`config.mk`:
```
export PLATFORM = sky130hd
export DESIGN_NAME = plb_dac_sample_sched_flat
export DESIGN_NICKNAME = d
export VERILOG_FILES = /design/src/rtl/plb_dac_sample_sched_if.sv /design/src/rtl/plb_dac_sample_sched.sv /design/src/flat_wrapper.sv
export SDC_FILE = /design/constraint.sdc
export NUM_CORES = 1
export LEC_CHECK = 0
export CAP_MARGIN = 10
export CORE_ASPECT_RATIO = 0.5
export CORE_UTILIZATION = 35
export CTS_CLUSTER_DIAMETER = 100
export DETAILED_ROUTE_END_ITERATION = 16
export DONT_BUFFER_PORTS = 1
export HOLD_SLACK_MARGIN = 0.12
export PLACE_DENSITY_LB_ADDON = 0.2
export RECOVER_POWER = 25
export SETUP_SLACK_MARGIN = 0.2
export SLEW_MARGIN = 25
export SYNTH_ARGS = -nofsm -noshare
export SYNTH_HDL_FRONTEND = slang
export SYNTH_SLANG_ARGS = --single-unit
```
`constraint.sdc`:
```
create_clock -name sys_clk -period 3.81 [get_ports sys_clk]
set_input_delay 0.381 -clock sys_clk [delete_from_list [all_inputs] [get_ports sys_clk]]
set_output_delay 0.381 -clock sys_clk [all_outputs]
set_load 0.01 [all_outputs]
```
`src/rtl/plb_dac_sample_sched_if.sv`:
```
// plb_dac_sample_sched_if - sample write port into the DAC playout scheduler.
// The PLB slave logic is the master (drives valid/data); the scheduler is the slave.
interface plb_dac_sample_sched_if #(
  parameter int DATA_W = 10
);
  logic              wr_valid;
  logic [DATA_W-1:0] wr_data;
  logic              wr_ready;

  modport master (output wr_valid, output wr_data, input  wr_ready);
  modport slave  (input  wr_valid, input  wr_data, output wr_ready);
endinterface

```
`src/rtl/plb_dac_sample_sched.sv`:
```
// plb_dac_sample_sched - sample-playout scheduler for the 10-bit parallel DAC.
// Buffers two's complement samples in a 2**ADDR_W deep FIFO and paces them out to
// the DAC at a programmable rate, sequencing power-down, wake-up and drain.
// Build option: define DAC_SCHED_LOOP_EN to enable looped playback via cfg_loop;
// without it cfg_loop is ignored and playback is pure FIFO.
//
// state | meaning
// OFF   | DAC powered down, data parked at midscale, output format may change
// WAKE  | power-down released, waiting WAKE_CYCLES before the first sample
// RUN   | playing at the programmed rate; empty FIFO at a tick raises underrun
// DRAIN | playing out stored words, returns to OFF at the first empty tick
module plb_dac_sample_sched #(
  parameter int   DATA_W      = 10,
  parameter int   ADDR_W      = 4,
  parameter int   RATE_W      = 16,
  parameter int   WAKE_CYCLES = 64,
  parameter logic PIN_MODE    = 1'b0,
  parameter logic CLK_MODE    = 1'b0
) (
  input  logic                 sys_clk,
  input  logic                 sys_rst,
  input  logic                 cfg_enable,
  input  logic [RATE_W-1:0]    cfg_rate_div,
  input  logic                 cfg_format,
  input  logic                 cfg_loop,
  plb_dac_sample_sched_if.slave wr,
  output logic [ADDR_W:0]      fifo_level,
  output logic                 underrun,
  input  logic                 clr_underrun,
  output logic [1:0]           state,
  output logic [DATA_W-1:0]    dac_data,
  output logic                 dac_clk,
  output logic                 dac_pwrdn,
  output logic                 dac_format,
  output logic                 dac_pinmd,
  output logic                 dac_clkmd
);
  localparam int DEPTH  = 2**ADDR_W;
  localparam int WAKE_W = (WAKE_CYCLES > 1) ? $clog2(WAKE_CYCLES) : 1;

  typedef enum logic [1:0] {S_OFF = 2'd0, S_WAKE = 2'd1, S_RUN = 2'd2, S_DRAIN = 2'd3} state_t;

  state_t             r_state, w_state_next;
  logic [WAKE_W-1:0]  r_wake_cnt;
  logic [RATE_W-1:0]  r_div, r_period, w_rate_p;
  logic [DATA_W-1:0]  r_mem [DEPTH];
  logic [ADDR_W-1:0]  r_wr_ptr, r_rd_ptr, w_rd_ptr_next, w_play_addr;
  logic [ADDR_W:0]    r_level;
  logic [DATA_W-1:0]  r_dac_data, w_rd_word;
  logic               r_format, r_underrun;
  logic               w_active, w_tick, w_empty, w_full, w_loop;
  logic               w_push, w_pop, w_play, w_set_underrun;

  function automatic logic [DATA_W-1:0] f_midscale(input logic fmt);
    return fmt ? {DATA_W{1'b0}} : {1'b1, {(DATA_W-1){1'b0}}};
  endfunction

  // Input samples are two's complement; offset binary is the same code with MSB flipped.
  function automatic logic [DATA_W-1:0] f_convert(input logic [DATA_W-1:0] s, input logic fmt);
    return fmt ? s : {~s[DATA_W-1], s[DATA_W-2:0]};
  endfunction

  assign w_rate_p = (cfg_rate_div == '0) ? RATE_W'(1) : cfg_rate_div;
  assign w_active = (r_state == S_RUN) || (r_state == S_DRAIN);
  assign w_tick   = w_active && (r_div == r_period);
  assign w_empty  = (r_level == '0);
  assign w_full   = (r_level == (ADDR_W+1)'(DEPTH));

`ifdef DAC_SCHED_LOOP_EN
  logic [ADDR_W-1:0] r_play_ptr, w_play_off;

  // Looping replays the stored words in place, so the FIFO is frozen while it lasts.
  assign w_loop      = cfg_loop && (r_state == S_RUN);
  assign w_play_addr = w_loop ? r_play_ptr : r_rd_ptr;
  assign w_play_off  = r_play_ptr - r_rd_ptr;

  // Play pointer walks the stored words while looping, otherwise shadows the read pointer.
  always_ff @(posedge sys_clk or negedge sys_rst) begin
    if (!sys_rst) begin
      r_play_ptr <= '0;
    end else if (!w_loop) begin
      r_play_ptr <= w_rd_ptr_next;
    end else if (w_play) begin
      r_play_ptr <= (({1'b0, w_play_off} + (ADDR_W+1)'(1)) == r_level) ? r_rd_ptr
                                                                        : r_play_ptr + ADDR_W'(1);
    end
  end
`else
  logic w_unused_loop;

  assign w_loop        = 1'b0;
  assign w_play_addr   = r_rd_ptr;
  assign w_unused_loop = cfg_loop;
`endif

  assign wr.wr_ready    = !w_full && !w_loop;
  assign w_push         = wr.wr_valid && !w_full && !w_loop;
  assign w_play         = w_tick && !w_empty;
  assign w_pop          = w_play && !w_loop;
  assign w_rd_word      = r_mem[w_play_addr];
  assign w_rd_ptr_next  = r_rd_ptr + ADDR_W'(w_pop);

  // State register.
  always_ff @(posedge sys_clk or negedge sys_rst) begin
    if (!sys_rst) r_state <= S_OFF;
    else          r_state <= w_state_next;
  end

  // Next-state decode; enable during DRAIN resumes RUN without a gap.
  always_comb begin
    w_state_next = r_state;
    case (r_state)
      S_OFF:   if (cfg_enable) w_state_next = S_WAKE;
      S_WAKE:  if (!cfg_enable) w_state_next = S_OFF;
               else if (r_wake_cnt == '0) w_state_next = S_RUN;
      S_RUN:   if (!cfg_enable) w_state_next = S_DRAIN;
      S_DRAIN: if (cfg_enable) w_state_next = S_RUN;
               else if (w_tick && w_empty) w_state_next = S_OFF;
      default: w_state_next = S_OFF;
    endcase
  end

  // Output decode: sample clock low for the first half of each period so data moves while low.
  always_comb begin
    dac_pwrdn      = (r_state == S_OFF);
    dac_clk        = w_active && (r_div > (r_period >> 1));
    w_set_underrun = w_tick && w_empty && (r_state == S_RUN);
  end

  // Wake-up timer: preloaded while OFF, counts down to zero in WAKE.
  always_ff @(posedge sys_clk or negedge sys_rst) begin
    if (!sys_rst) begin
      r_wake_cnt <= '0;
    end else if (r_state == S_OFF) begin
      r_wake_cnt <= WAKE_W'(WAKE_CYCLES - 1);
    end else if ((r_state == S_WAKE) && (r_wake_cnt != '0)) begin
      r_wake_cnt <= r_wake_cnt - WAKE_W'(1);
    end
  end

  // Sample-period divider; the period is only re-sampled at a wrap so a period is never cut short.
  always_ff @(posedge sys_clk or negedge sys_rst) begin
    if (!sys_rst) begin
      r_div    <= '0;
      r_period <= RATE_W'(1);
    end else if (!w_active || w_tick) begin
      r_div    <= '0;
      r_period <= w_rate_p;
    end else begin
      r_div    <= r_div + RATE_W'(1);
    end
  end

  // FIFO storage; contents need no reset since the pointers define validity.
  always_ff @(posedge sys_clk) begin
    if (w_push) r_mem[r_wr_ptr] <= wr.wr_data;
  end

  // FIFO pointers and level.
  always_ff @(posedge sys_clk or negedge sys_rst) begin
    if (!sys_rst) begin
      r_wr_ptr <= '0;
      r_rd_ptr <= '0;
      r_level  <= '0;
    end else begin
      if (w_push) r_wr_ptr <= r_wr_ptr + ADDR_W'(1);
      r_rd_ptr <= w_rd_ptr_next;
      if (w_push && !w_pop)      r_level <= r_level + (ADDR_W+1)'(1);
      else if (!w_push && w_pop) r_level <= r_level - (ADDR_W+1)'(1);
    end
  end

  // DAC data, latched format and sticky underrun.
  always_ff @(posedge sys_clk or negedge sys_rst) begin
    if (!sys_rst) begin
      r_format   <= 1'b0;
      r_dac_data <= f_midscale(1'b0);
      r_underrun <= 1'b0;
    end else begin
      if (r_state == S_OFF) begin
        r_format   <= cfg_format;
        r_dac_data <= f_midscale(cfg_format);
      end else if (w_state_next == S_OFF) begin
        r_dac_data <= f_midscale(r_format);
      end else if (w_play) begin
        r_dac_data <= f_convert(w_rd_word, r_format);
      end
      if (w_set_underrun)    r_underrun <= 1'b1;
      else if (clr_underrun) r_underrun <= 1'b0;
    end
  end

  assign fifo_level = r_level;
  assign underrun   = r_underrun;
  assign state      = r_state;
  assign dac_data   = r_dac_data;
  assign dac_format = r_format;
  assign dac_pinmd  = PIN_MODE;
  assign dac_clkmd  = CLK_MODE;
endmodule
```
`src/flat_wrapper.sv`:
```
// flat-port wrapper written by rule: the top's interface ports become plain ports
module plb_dac_sample_sched_flat 
#(
  parameter int   DATA_W      = 10,
  parameter int   ADDR_W      = 4,
  parameter int   RATE_W      = 16,
  parameter int   WAKE_CYCLES = 64,
  parameter logic PIN_MODE    = 1'b0,
  parameter logic CLK_MODE    = 1'b0
)
  (sys_clk, sys_rst, cfg_enable, cfg_rate_div, cfg_format, cfg_loop, fifo_level, underrun, clr_underrun, state, dac_data, dac_clk, dac_pwrdn, dac_format, dac_pinmd, dac_clkmd, wr_wr_valid, wr_wr_data, wr_wr_ready);
  plb_dac_sample_sched_if #(.DATA_W(DATA_W)) wr_i ();
  input  logic sys_clk;
  input  logic sys_rst;
  input  logic cfg_enable;
  input  logic [RATE_W-1:0] cfg_rate_div;
  input  logic cfg_format;
  input  logic cfg_loop;
  output logic [ADDR_W:0] fifo_level;
  output logic underrun;
  input  logic clr_underrun;
  output logic [1:0] state;
  output logic [DATA_W-1:0] dac_data;
  output logic dac_clk;
  output logic dac_pwrdn;
  output logic dac_format;
  output logic dac_pinmd;
  output logic dac_clkmd;
  input wire logic [$bits(wr_i.wr_valid)-1:0] wr_wr_valid;
  input wire logic [$bits(wr_i.wr_data)-1:0] wr_wr_data;
  output wire logic [$bits(wr_i.wr_ready)-1:0] wr_wr_ready;
  assign wr_i.wr_valid = wr_wr_valid;
  assign wr_i.wr_data = wr_wr_data;
  assign wr_wr_ready = wr_i.wr_ready;
  plb_dac_sample_sched #(.DATA_W(DATA_W), .ADDR_W(ADDR_W), .RATE_W(RATE_W), .WAKE_CYCLES(WAKE_CYCLES), .PIN_MODE(PIN_MODE), .CLK_MODE(CLK_MODE)) u_core (.sys_clk(sys_clk), .sys_rst(sys_rst), .cfg_enable(cfg_enable), .cfg_rate_div(cfg_rate_div), .cfg_format(cfg_format), .cfg_loop(cfg_loop), .wr(wr_i), .fifo_level(fifo_level), .underrun(underrun), .clr_underrun(clr_underrun), .state(state), .dac_data(dac_data), .dac_clk(dac_clk), .dac_pwrdn(dac_pwrdn), .dac_format(dac_format), .dac_pinmd(dac_pinmd), .dac_clkmd(dac_clkmd));
endmodule
```
# Word-level counts from Yosys, hierarchy flattened
# Memories as Yosys holds them, arrays and structs flattened.
# Cells that the tools add are included.
# word_totals
regBits	65
n_memories	1
ram_bits	160
output_inout_bits	24
# memory_table
name	words	width	rd	rd_clocked_by_memory_dff	write_ports	line	rtl
u_core.r_mem	16	10	1	0	1	plb_dac_sample_sched.sv:46	logic [DATA_W-1:0] r_mem [DEPTH];
# classes
n_lt_le_gt_ge	1
eq_ne	5
addsub	6
reduce_logical	26
n_bitwise	1
muxes	23
# op_table
operator	n
two-way mux 10 bit	6
two-way mux 16 bit	2
adder 16 x 1 -> 16 bit, second input constant	1
== test 16 bit	1
greater-than comparator 16 x 15 -> 1 bit	1
zero test 16 bit	1
two-way mux 2 bit	6
two-way mux 6 bit	2
two-way mux 5 bit	2
logical AND 1 bit	9
case mux 2 bit (4 select lines)	1
zero test 6 bit	1
nonzero test 2 bit	3
nonzero test 6 bit	1
subtractor 6 x 1 -> 6 bit, second input constant	1
adder 5 x 1 -> 5 bit, second input constant	1
== test 5 bit, second input constant	1
zero test 1 bit	5
zero test 5 bit	1
subtractor 5 x 1 -> 5 bit, second input constant	1
adder 4 x 1 -> 4 bit	1
adder 4 x 1 -> 4 bit, second input constant	1
== test 2 bit, second input constant	2
zero test 2 bit	2
5 further kinds	9

# Longest topological paths before layout
# logic_depth
word_depth	10
mapped_depth	13
ltp_nobuf	12

# Least setup slack after synthesis
# No wires, ideal clock.
# synth_timing
path_kind	register to register
start	register u_core.r_level[0] (netlist: u_core.fifo_level[0])
end	register u_core.r_level[4] (netlist: u_core.fifo_level[4])
arrival_ns	2.744
setup_ns	0.128
period_less_slack_ns	2.871
slack_ns	0.939
path_stages_with_launch	14
path_cell_list	dfrtp_1 > nor4_1 > nor2b_1 > nor2_1 > nand2_1 > buf_2 > ha_1 > inv_1 > fa_1 > a21o_1 > a21oi_1 > xnor2_1 > nor2_1 > xor2_1
# synth_between
elab_chain_cells	6
elab_cells_between_ends	15
classes_between	add/sub (2); eq/ne (1); mux (2); reduce/logical (10)
# synth_lines
element	line	rtl
start, declared	plb_dac_sample_sched.sv:48	logic [ADDR_W:0] r_level;
start signal, assigned	plb_dac_sample_sched.sv:168	if (w_push && !w_pop) r_level <= r_level + (ADDR_W+1)'(1);
start signal, assigned	plb_dac_sample_sched.sv:169	else if (!w_push && w_pop) r_level <= r_level - (ADDR_W+1)'(1);
branches (longest 6 deep; another with subtractor 5 x 1 -> 5 bit)	-	
# Parallel ways; which one is timed is not known. The select of a mux whose other input is x is not followed.
# A chain may end at the register's enable or synchronous reset.

# Worst setup path after layout
# Ends and elaborated chain as after synthesis.

==> key figures <==
Outcome
  – Run status: finished, violations left
  – Failing checks: max-capacitance violations, max-slew violations

Place
  – DP Worst Slack: 0.806 ns
  – Post-detail-place hpwl: 14300 µm
  – Port Buffers: 0
  – Placed cell area: 0.0103 mm²
  – Placer Congestion: 0.849

Drt
  – DRT Pass-1 Iters: 4
  – Via density: 4.99
  – Via count: 5562
  – Residual DRC: 0
  – DR WL/cell: 20.2 µm
  – DRT iter0 DRCs: 383
  – Post-DRT Antenna Nets: 0
  – Wirelength, routed: 22500 µm

Setup path
  – Cells on worst reg2reg path: 12
  – Worst setup SP type: register
  – Required time of the critical path: 4.21 ns
  – Critical path class: reg -> reg
  – Worst setup EP type: register
  – CP Max Fanout: 5
  – FF-to-FF Start: u_core.fifo_level[0]
  – R2R setup slack: 0.84 ns
  – Reg-to-reg endpoint: u_core.fifo_level[4]
  – Worst path arrival time: 3.38 ns

Worst hold path
  – Hold depth: 3
  – Hold Crit Start: cfg_rate_div[6]
  – Worst hold path type: in -> reg
  – Hold worst-path end: u_core.r_period[0]

Power
  – Pwr Total: 5.83 mW
  – Pwr/cell area: 515 mW/mm²
  – VDD IR max: 0.000271 V
  – Static leakage: 3.99 nW

Global route
  – GRT Util Overall: 16.3%
  – Total grt overflow: 0
  – Vias in the first global route: 5676
  – Initial antenna violation count: 0
  – Largest net degree at the start of global routing: 66
  – First-pass GRT wire length: 34400 µm

Synthesis
  – Yosys reg bits: 225
  – Post-Synthesis Cells: 667
  – Netlist Area Pre-Place: 0.00970 mm²
  – Area leader, netlist: edfxtp_1
  – Ys Warns: 0
  – Top cells by count, synth: edfxtp_1 (160), nand2_1 (64), dfrtp_1 (63), nor2_1 (39)
  – Async SR Flop Fraction: 28.9%
  – Post-synthesis sequential area ratio: 66.3%
  – Post-synth top flop: edfxtp_1
  – Post-synthesis cell type count: 52
  – Post-synth top area share: 49.5%
  – Most frequent cell after synthesis: edfxtp_1
  – Dominant cells by area after synthesis: edfxtp_1 (50%), dfrtp_1 (16%), mux4_2 (5.3%), ha_1 (3.6%), mux2i_1 (3.4%)
  – Mean cell area of the mapped netlist: 14.5 µm²
  – EDFF count, synth: 160

Floorplan
  – Chip height: 120 µm
  – Die area: 0.0284 mm²
  – Core area: 0.0269 mm²
  – I/O pin count: 57
  – Row Count: 42
  – DIE WIDTH: 237 µm
  – Initial core utilization: 36.1%

Clocking
  – Htree depth: 1
  – TritonCTS clock tree: done
  – Clk Latency, worst-skew pair: 0.54 ns
  – Clock tree buffer depth: 3
  – Number of setup buffers added after CTS: 0
  – Hold Buf Count CTS: 31
  – Clock slew at reported path FFs: 0.06 ns
  – Gates resized, CTS repair: 0
  – Num CTS Buffers: 23
  – Clock root buffer: clkbuf_16
  – Sink Count: 225

STA
  – Final Hold Viols: 0
  – Final Skew: 0.0177 ns
  – Final WS setup: 0.836 ns
  – Fin crit period: 2.97 ns
  – Relative slew margins: -13.0%
  – Final slew viol count: 66
  – Worst-margin pin slew: 1.69 ns
  – Fmax: 0.336 GHz
  – Crit share post-route: 78.1%
  – Hold Slack: 0.146 ns
  – Unrepaired setup endpoints after global routing: false
  – Final setup violation count: 0
  – TNS Setup: 0 ns

Layout
  – Area grow syn2layout: 16.6%
  – Layout cells sized above 1: 13.4%
  – Nets@finish: 786
  – Finished layout cell area: 0.0113 mm²
  – Ant diodes: 0

Flow run
  – Maximum Capacitance Violations: 1
==> worst max path at each step <==
stage | slack, ns | from | depth (start not counted) | endpoint
after CTS | 0.78 | u_core.fifo_level[0] | 12 | u_core.fifo_level[4]
final | 0.84 | u_core.fifo_level[0] | 12 | u_core.fifo_level[4]
after global placement | 0.81 | u_core.fifo_level[0] | 12 | u_core.fifo_level[4]
after floorplan | 0.94 | u_core.fifo_level[0] | 13 | u_core.fifo_level[4]
after detailed placement | 0.81 | u_core.fifo_level[0] | 12 | u_core.fifo_level[4]
after global routing | 0.48 | u_core.fifo_level[0] | 12 | u_core.fifo_level[4]
==> stage by stage <==
stage / std cells / utilization [%]
floorplan: 668 / -
global placement: 1042 / 38.3
detailed placement: 1042 / 38.3
CTS: 1115 / 42.2
global route: 1115 / 42.1
finish: 1115 / 42.1
==> worst max-delay path, cell delays in order (launching register included) <==
cell and delay (ns):
dfrtp_1 0.47, nor4_1 0.41, nor2b_1 0.34, nor2_1 0.12, nand2_1 0.11, ha_1 0.18, inv_1 0.11, fa_1 0.41
a21o_1 0.19, a21oi_1 0.16, xnor2_1 0.14, nor2_1 0.06, xor2_1 0.14
==> final cells by class <==
| type | instances | area (µm²) |
|---|---|---|
| Fill cell | 2444 | 15500 |
| Tap cell | 374 | 468 |
| Inverter | 30 | 113 |
| Timing Repair Buffer | 58 | 520 |
| Sequential cell | 225 | 6440 |
| Clock inverter | 11 | 92.6 |
| Clock buffer | 31 | 636 |
| Multi-Input combinational cell | 386 | 3040 |
==> cell families (layout without fill, tap and decap cells) <==
family	Yosys count	count (layout)	synth area share (%)
AO/OA/AOI/OAI	94	94	6.63
XOR/XNOR	43	43	3.88
adder cells (fa/ha/maj)	29	29	3.82
buffers and inverters	57	130	2.54
flip-flops	225	225	66.3
multiplexers	62	62	9.44
other	1	2	0.0387
AND/OR/NAND/NOR	156	156	7.33
==> layer usage <==
metal / vias up / share of wire [%] / GRT usage [%]
li1: 2615 / - / -
met1: 2804 / 47 / 22.4
met2: 112 / 46 / 26.3
met3: 31 / 5.2 / 3.82
met4: 0 / 1.5 / 3.27
met5: - / 0 / 0
==> state kept, by name, indices dropped and copies added (netlist names), 2 cells and up <==
| name | count |
|---|---|
| u_core.fifo_level | 5 |
| u_core.r_div | 16 |
| u_core.dac_data | 10 |
| u_core.r_wake_cnt | 6 |
| u_core.r_period | 16 |
| u_core.r_mem | 160 |
| u_core.r_rd_ptr | 4 |
| u_core.state | 2 |
| u_core.r_wr_ptr | 4 |
==> power by group <==
part / internal (mW) / switching, mW / total (mW)
Clock: 1.25 / 0.960 / 2.21
Sequential: 2.87 / 0.146 / 3.01
Combinational: 0.234 / 0.372 / 0.606
Total: 4.35 / 1.48 / 5.83
==> placed cells by master, fill, tap and decap left out, types with 2 or more instances in the layout <==
master	n
dfrtp_1	62
nand2_1	64
mux4_2	23
clkbuf_1	5
o21ai_1	10
mux2i_1	33
o221ai_1	16
buf_4	26
clkbuf_16	23
mux2_2	5
a21boi_1	7
nor3_1	6
nand4_1	7
o21a_1	2
edfxtp_1	160
o21ai_0	13
nor2b_1	3
ha_1	28
conb_1	2
a22o_1	2
nand2b_1	5
clkbuf_8	3
o22ai_1	8
nor2_1	39
xor2_1	10
clkinv_2	4
clkinv_1	6
nor4_1	7
dlygate4sd3_1	30
dfstp_2	2
nand3_1	10
and2_1	3
nor3_2	4
a21oi_1	18
xnor2_1	33
inv_1	28
and3_1	6
a21o_1	5
No activity file was read; power rests on OpenSTA's default activity.
